**config.mk**
```make
export PLATFORM = sky130hd
export DESIGN_NAME = one_hot_bus_arbiter
export DESIGN_NICKNAME = d
export VERILOG_FILES = /design/src/rtl/one_hot_bus_arbiter.sv
export SDC_FILE = /design/constraint.sdc
export NUM_CORES = 1
export LEC_CHECK = 0
export CAP_MARGIN = 40
export CORE_ASPECT_RATIO = 2
export CORE_MARGIN = 1.5
export CORE_UTILIZATION = 40
export CTS_CLUSTER_SIZE = 40
export DETAILED_ROUTE_END_ITERATION = 8
export PLACE_DENSITY = 0.87
export SETUP_SLACK_MARGIN = 0.5
export SYNTH_ARGS = -nofsm -noshare
export SYNTH_HDL_FRONTEND = slang
export SYNTH_SLANG_ARGS = --single-unit
```
**constraint.sdc**
```tcl
create_clock -name clk -period 6.7 [get_ports clk]
set_input_delay 1.675 -clock clk [delete_from_list [all_inputs] [get_ports clk]]
set_output_delay 1.675 -clock clk [all_outputs]
set_load 0.05 [all_outputs]
```
**src/rtl/one_hot_bus_arbiter.sv**
```systemverilog
// Eight-requester round-robin arbiter driving a one-hot bus multiplexer.
// Optional grant timeout compiled in with `define ARB_TIMEOUT_EN (limit = MAX_HOLD cycles).
module one_hot_bus_arbiter #(
  parameter int unsigned BUS_SIZE = 16,
  parameter int unsigned MAX_HOLD = 16
) (
  input  logic                  clk,
  input  logic                  rst,
  input  logic [7:0]            req,
  input  logic [8*BUS_SIZE-1:0] ch_data,
  output logic [7:0]            gnt,
  output logic [7:0]            sel,
  output logic [2:0]            owner,
  output logic                  busy,
  output logic [BUS_SIZE-1:0]   bus_out,
  output logic                  timeout
);

  localparam logic [0:0] IDLE  = 1'b0;
  localparam logic [0:0] GRANT = 1'b1;

  if (MAX_HOLD < 2 || MAX_HOLD > 255) begin : g_bad_max_hold
    $error("MAX_HOLD must lie in 2..255");
  end

  logic [0:0]          state, state_nxt;
  logic [2:0]          ptr, ptr_nxt;
  logic [2:0]          owner_nxt;
  logic [7:0]          gnt_nxt;
  logic                busy_nxt;
  logic [BUS_SIZE-1:0] bus_nxt;
  logic                win_found;
  logic [2:0]          win_idx;

`ifdef ARB_TIMEOUT_EN
  localparam int unsigned HOLD_W = 8;
  logic [HOLD_W-1:0] hold_cnt, hold_nxt;
  logic              timeout_nxt;
`else
  assign timeout = 1'b0;
`endif

  assign sel = gnt;

  // Rotating-priority search: first set request at or above ptr, wrapping 7->0.
  always_comb begin
    win_found = 1'b0;
    win_idx   = ptr;
    for (int i = 0; i < 8; i++) begin
      if (!win_found && req[ptr + 3'(i)]) begin
        win_found = 1'b1;
        win_idx   = ptr + 3'(i);
      end
    end
  end

  // One-hot bus multiplexer; an empty grant yields all-zero data.
  always_comb begin
    bus_nxt = '0;
    for (int i = 0; i < 8; i++) begin
      if (gnt[i]) begin
        bus_nxt = bus_nxt | ch_data[BUS_SIZE*i +: BUS_SIZE];
      end
    end
  end

  // Next-state and registered-output logic.
  always_comb begin
    state_nxt = state;
    ptr_nxt   = ptr;
    owner_nxt = owner;
    gnt_nxt   = gnt;
    busy_nxt  = busy;
`ifdef ARB_TIMEOUT_EN
    hold_nxt    = hold_cnt;
    timeout_nxt = 1'b0;
`endif
    case (state)
      IDLE: begin
        gnt_nxt  = '0;
        busy_nxt = 1'b0;
        if (win_found) begin
          state_nxt = GRANT;
          gnt_nxt   = 8'b1 << win_idx;
          owner_nxt = win_idx;
          busy_nxt  = 1'b1;
          ptr_nxt   = win_idx + 3'd1;
`ifdef ARB_TIMEOUT_EN
          hold_nxt  = HOLD_W'(1);
`endif
        end
      end
      GRANT: begin
        if (!req[owner]) begin
          state_nxt = IDLE;
          gnt_nxt   = '0;
          busy_nxt  = 1'b0;
`ifdef ARB_TIMEOUT_EN
          hold_nxt  = '0;
        end else if (hold_cnt >= HOLD_W'(MAX_HOLD)) begin
          // Owner still requesting after the limit: force release.
          state_nxt   = IDLE;
          gnt_nxt     = '0;
          busy_nxt    = 1'b0;
          hold_nxt    = '0;
          timeout_nxt = 1'b1;
        end else begin
          hold_nxt = hold_cnt + HOLD_W'(1);
`endif
        end
      end
      default: begin
        state_nxt = IDLE;
        gnt_nxt   = '0;
        busy_nxt  = 1'b0;
      end
    endcase
  end

  always_ff @(posedge clk) begin
    if (rst) begin
      state    <= IDLE;
      ptr      <= '0;
      gnt      <= '0;
      owner    <= '0;
      busy     <= 1'b0;
      bus_out  <= '0;
`ifdef ARB_TIMEOUT_EN
      hold_cnt <= '0;
      timeout  <= 1'b0;
`endif
    end else begin
      state    <= state_nxt;
      ptr      <= ptr_nxt;
      gnt      <= gnt_nxt;
      owner    <= owner_nxt;
      busy     <= busy_nxt;
      bus_out  <= bus_nxt;
`ifdef ARB_TIMEOUT_EN
      hold_cnt <= hold_nxt;
      timeout  <= timeout_nxt;
`endif
    end
  end

endmodule

```
==> results of run 1 <==
## cell usage after synthesis (all sizes together) (2+ instances only)
cell / number / area share (%)
o21ai: 3 / 0.54
a41oi: 18 / 6.4
nor2: 18 / 2.4
nand4: 3 / 0.68
nand2: 13 / 1.9
nor2b: 2 / 0.72
buf: 14 / 4.3
a32o: 2 / 0.82
mux2: 5 / 2.0
and2b: 2 / 0.63
nor3: 2 / 0.54
a2bb2oi: 3 / 0.95
inv: 8 / 1.1
mux4: 12 / 10
nor3b: 2 / 0.54
a21oi: 3 / 0.54
a22oi: 68 / 19
xor2: 2 / 0.63
a22o: 5 / 1.6
dfxtp: 32 / 23
nand3: 3 / 0.72
mux2i: 12 / 4.9
clkbuf: 21 / 4.3
xnor2: 3 / 1.6
a211oi: 4 / 1.8
ha: 5 / 2.3
o211ai: 2 / 0.54
## layout make-up
type | count | area (um^2)
fill | 526 | 2090
timing repair buffer | 177 | 1760
clock buffer | 7 | 153
multi-input combinational | 208 | 1850
inverter | 9 | 33.8
sequential | 32 | 641
clock inverter | 1 | 30.0
tap | 88 | 110
antenna | 2 | 5.00
## flip-flops by register name, indices dropped and copies added (netlist names)
name	flops
bus_out	16
busy	1
gnt	8
owner	3
ptr	3
state	1
## worst max-delay path: cells and delay by family
kind                       cells  cell delay, ps
and+or+nand+nor                3             560
buffers and inverters          2             560
AOI/OAI and AO/OA              2             490
adders and majority gates      1             290
muxes                          3            1200
## per-stage QoR
stage               util, %  setup WS, ps  area, um^2  hold slack (ps)  instances
global route           68.7          1850        4590              510        524
detailed placement     65.9          1840        4400              460        514
CTS                    68.6          2130        4580              474        522
finish                 68.7          2070        4590              467        524
global placement       65.9          1870        4400              451        514
floorplan                 -          2670        2760              593        284
## power by group through the flow
stage	combinational, uW	sequential [uW]	clock (uW)
2_1_floorplan	875	399	0
3_3_place_gp	1250	351	0
3_5_place_dp	1270	350	0
4_1_cts	1270	349	284
5_1_grt	1370	357	296
6_report	1280	350	282
## metal layers
layer	up-vias	part of all wire (%)	routed length, um
li1	1442	-	-
met1	1504	30	3710
met2	178	51	6250
met3	50	11	1380
met4	0	7.1	864
met5	-	0	0
## logic make-up after synthesis
group                    synth area share (%)
AO/OA/AOI/OAI                            34.9
AND/OR/NAND/NOR                          10.3
buffers and inverters                    9.78
flip-flops                               23.2
multiplexers                             17.2
adder cells (fa/ha/maj)                  2.26
XOR/XNOR                                 2.26
other                                   0.136
## final timing paths
| check | endpoint | start | cells after the start |
|---|---|---|---|
| setup / recovery | ptr[2] | req[7] | 11 |
| hold / removal | busy | busy | 1 |
| setup reg to reg | ptr[2] | ptr[1] | 12 |
| hold reg to reg | busy | busy | 1 |
==> flow_summary.ini, run 1 <==
[outcome]
status = finished clean

[setup_path]
startpoint_type = input pin
path_class = in2reg
max_stage_delay_ps = 700
critPathArrivalTime_ps = 4790
crit_path_end_kind = flip-flop
r2r_setup_slack_ps = 2360
critPathSlowestCell = mux4_1
cp.required_ps = 6860
cp_max_fo = 7
crit_chain = clkdlybuf4s50_1 -> mux4_1 -> mux2_2 -> nor2b_4 -> and4_4 -> a32oi_2 -> a22oi_2 -> inv_1 -> ha_1 -> mux2i_1 -> nor2_1

[clock_tree]
cts_resized = 0
cts_buffer_depth = 2
clock_latency_ps = 280
cts.htree.levels = 2
clk_pin_slew_ps = 60
cts_hold_buf = 0
post_cts_buffers = 0
cts_root_buf = clkbuf_16
cts_tree = built
clock_sinks = 32
cts_buffers = 5

[die]
num_io_pins = 175
die-area_mm2 = 0.00744
dieHeight_um = 121
core_mm2 = 0.00667
core.rowCount = 42
start_util_pct = 41.4
die_x_um = 61.8

[drt]
vias = 3174
drc = 0
vias_per_cell = 6.06
ant_nets = 0
routed_wl_mm = 12.2
wl_per_cell_um = 23.3
drtIter0Drc = 123
drt_pass1_iterations = 4

[cells_and_area]
syn_to_final_growth_pct = 66.0
nNetsFinal = 576
layout_commonest_cell = clkdlybuf4s50_1
final_cell_mix = clkdlybuf4s50_1, a22oi_1, dfxtp_1
drive_above_1_share_pct = 11.5

[global_route]
use_met3_pct = 11.6
grt_max_degree = 23
gr-usage-met2_pct = 56.3
grt.busiest_layer = met2
grt_overflow_total = 0
gr-usage-met1_pct = 30.5
grt_pass1_vias = 3297
grt_use_total_pct = 33.0
antenna_found_initial = 2
grt_pass1_wl_mm = 17.8

[pwr]
p_comb_share_pct = 66.9
power_density_mw_per_mm2 = 417
power.share.clock_pct = 14.8
power.total_uw = 1910
swShare_pct = 47.9
peakVddDrop_mv = 0.333
p_int_uw = 996
p_leak_uw = 0.00158
seqPwrFrac_pct = 18.3
net-switching-power_uw = 917

[placed_design]
io_buffers = 173
gp_congestion = 1.06
dp_hpwl_mm = 9.59

[hold_path]
min_path_type = reg2reg

[synth]
yosys_warnings = 0
synthFlopType = dfxtp_1
ys_seq_area_share_pct = 23.2
synthDistinctLibCells = 59
syn_nets = 427
synth_cells = 284
syn_avg_cell_area_um2 = 9.73
synth_edf_count = 0
netlist_area_mm2 = 0.00276
ys_async_sr_fraction_pct = 0
ys_seq_elements = 32

[sta]
maxSlewViolCount = 0
hold_viol_final = 0
final.setup.tns_ps = 0
fin_crit_sh_pct = 69.0
finalCriticalPeriod_ps = 4630
tightestPinTransition_ps = 848
setup_viol = 0
slew_headroom_pct = 43.4
rsz0062_at_grt = no
fin_skew_ps = 7.36
fmax_mhz = 216

[run]
cap_violations = 0
Note: power is estimated with default switching activity, not from simulation.
==> run 2, diff against run 1 <==
--- a/config.mk
+++ b/config.mk
@@ -8,10 +8,10 @@
 export CAP_MARGIN = 40
 export CORE_ASPECT_RATIO = 2
 export CORE_MARGIN = 1.5
-export CORE_UTILIZATION = 40
+export CORE_UTILIZATION = 34
 export CTS_CLUSTER_SIZE = 40
 export DETAILED_ROUTE_END_ITERATION = 8
-export PLACE_DENSITY = 0.87
+export PLACE_DENSITY = 0.79
 export SETUP_SLACK_MARGIN = 0.5
 export SYNTH_ARGS = -nofsm -noshare
 export SYNTH_HDL_FRONTEND = slang
==> constraint.sdc (replaced) <==
create_clock -name clk -period 4.2 [get_ports clk]
set_input_delay 1.05 -clock clk [delete_from_list [all_inputs] [get_ports clk]]
set_output_delay 1.05 -clock clk [all_outputs]
set_load 0.05 [all_outputs]
==> flow_summary.ini, run 2 (synthesized netlist as in run 1, its figures left out) <==
[outcome]
status = finished clean

[clock_tree]
cts_buffer_depth = 2
clock_latency_ps = 280
cts_root_buf = clkbuf_16
clock_sinks = 32
cts_tree = built
cts_buffers = 5
clk_pin_slew_ps = 60
cts_hold_buf = 0
cts.htree.levels = 2

[sta]
maxSlewViolCount = 0
hold_viol_final = 0
worst_slack_ps = 775
fmax_mhz = 292
fin_crit_sh_pct = 81.5
slew_headroom_pct = 42.9
final.setup.tns_ps = 0
worst_hold_slack_ps = 462
setup_viol = 0
rsz0062_at_grt = no
finalCriticalPeriod_ps = 3420
fin_skew_ps = 6.01
tightestPinTransition_ps = 855

[cells_and_area]
n_antenna_cell = 0
regMostFlops = bus_out
design_area_mm2 = 0.00475
drive_above_1_share_pct = 16.6
stdcell_count = 547
final_cell_mix = clkdlybuf4s50_1, a22oi_1, dfxtp_1
syn_to_final_growth_pct = 71.9
reg_top3 = bus_out x16, gnt x8
num-fill-cells = 677
layout_commonest_cell = clkdlybuf4s50_1
nNetsFinal = 593
largest_reg_flops = 16

[drt]
vias_per_cell = 5.96
routed_wl_mm = 12.7
wl_per_cell_um = 23.3
vias = 3260
drt_pass1_iterations = 5
ant_nets = 0
drtIter0Drc = 209
drc = 0

[die]
die_x_um = 66.7
core.rowCount = 46
num_io_pins = 175
die-area_mm2 = 0.00871
dieHeight_um = 130
start_util_pct = 35.0
core_mm2 = 0.00789

[setup_path]
setup.worst_path.start = ptr[1]
crit_end = ptr[2]
critPathArrivalTime_ps = 3570
r2r_cells = 13
crit_path_end_kind = flip-flop
cp.required_ps = 4340
worstReg2RegEnd = ptr[2]
startpoint_type = flip-flop
r2r-start = ptr[1]
cp_max_fo = 8
path_class = reg2reg
r2r_setup_slack_ps = 780

[hold_path]
worstHoldStart = busy
min_path_type = reg2reg

[placed_design]
place_area_mm2 = 0.00451
gp_congestion = 0.994
io_buffers = 173
dp_slack_ps = 188
dpl.cell_count = 535
dp_hpwl_mm = 10.1

[pwr]
power_density_mw_per_mm2 = 684
p_leak_uw = 0.00171
peakVddDrop_mv = 0.407

[global_route]
grt_use_total_pct = 28.8
grt_pass1_vias = 3368
grt_overflow_total = 0
antenna_found_initial = 0
grt_max_degree = 20
grt_pass1_wl_mm = 18.3

[run]
cap_violations = 0
==> run 2: changes by cell type in the layout (fill, tap and decap cells not counted), sizes merged <==
cell,before,now
diode,2,0
clkinvlp,0,1
clkdlybuf4s50,173,165
a32o,2,3
buf,4,20
clkbuf,7,5
clkinv,1,2
dlymetal6s2s,0,8
==> run 2: power breakdown <==
| group | switching (uW) | internal [uW] | leakage (uW) |
|---|---|---|---|
| sequential | 92.5 | 383 | 0.000262 |
| clock | 146 | 279 | 0.0000798 |
| combinational | 1310 | 1040 | 0.00137 |
| total | 1550 | 1700 | 0.00171 |
==> run 2: how the worst min path moves through the flow <==
stage               endpoint  slack [ps]  cells past startpoint
floorplan              state         590                      3
global placement        busy         450                      1
detailed placement      busy         450                      1
CTS                     busy         470                      1
global route            busy         510                      1
finish                  busy         460                      1
==> run 2: critical path: stages, from the launching register on <==
cell and delay [ps]:
dfxtp_1 330, inv_1 100, ha_2 490, buf_4 200, mux2i_1 100, mux4_2 530, a32o_2 350, a211o_1 280
a22oi_1 200, nor3_2 100, nor2_1 140, ha_1 250, mux2i_1 140, nor2_1 60
==> run 2: per-layer routing <==
layer	global-route usage, %	routed length, um
met1	25.8	3850
met2	54.1	6690
met3	9.59	1500
met4	16.6	695
met5	0	0
==> run 2: per-stage QoR <==
stage               utilization, %  power, uW
floorplan                        -       2030
detailed placement            57.1       2710
finish                        60.2       3250
CTS                           59.1       3150
global route                  60.2       3420
global placement              57.1       2690
==> run 2: repair_timing <==
| action | 4_1_cts | 5_1_grt |
|---|---|---|
| cloned | 0 | 1 |
| gates resized for setup | 3 | 15 |
| buffers inserted | 0 | 3 |
| endpoints found under the hold margin | 0 | 0 |
| setup endpoints to repair | 2 | 13 |
| pin swaps | 0 | 2 |
==> run 2: cell type report <==
class                           count  area (um^2)  share of cell area [%]
Timing Repair Buffer              193         1900                    40.0
Multi-Input combinational cell    209         1890                    39.7
Sequential cell                    32          641                    13.5
Clock buffer                        5          125                    2.63
Tap cell                           96          120                    2.53
Clock inverter                      3         42.5                   0.896
Inverter                            9         33.8                   0.711
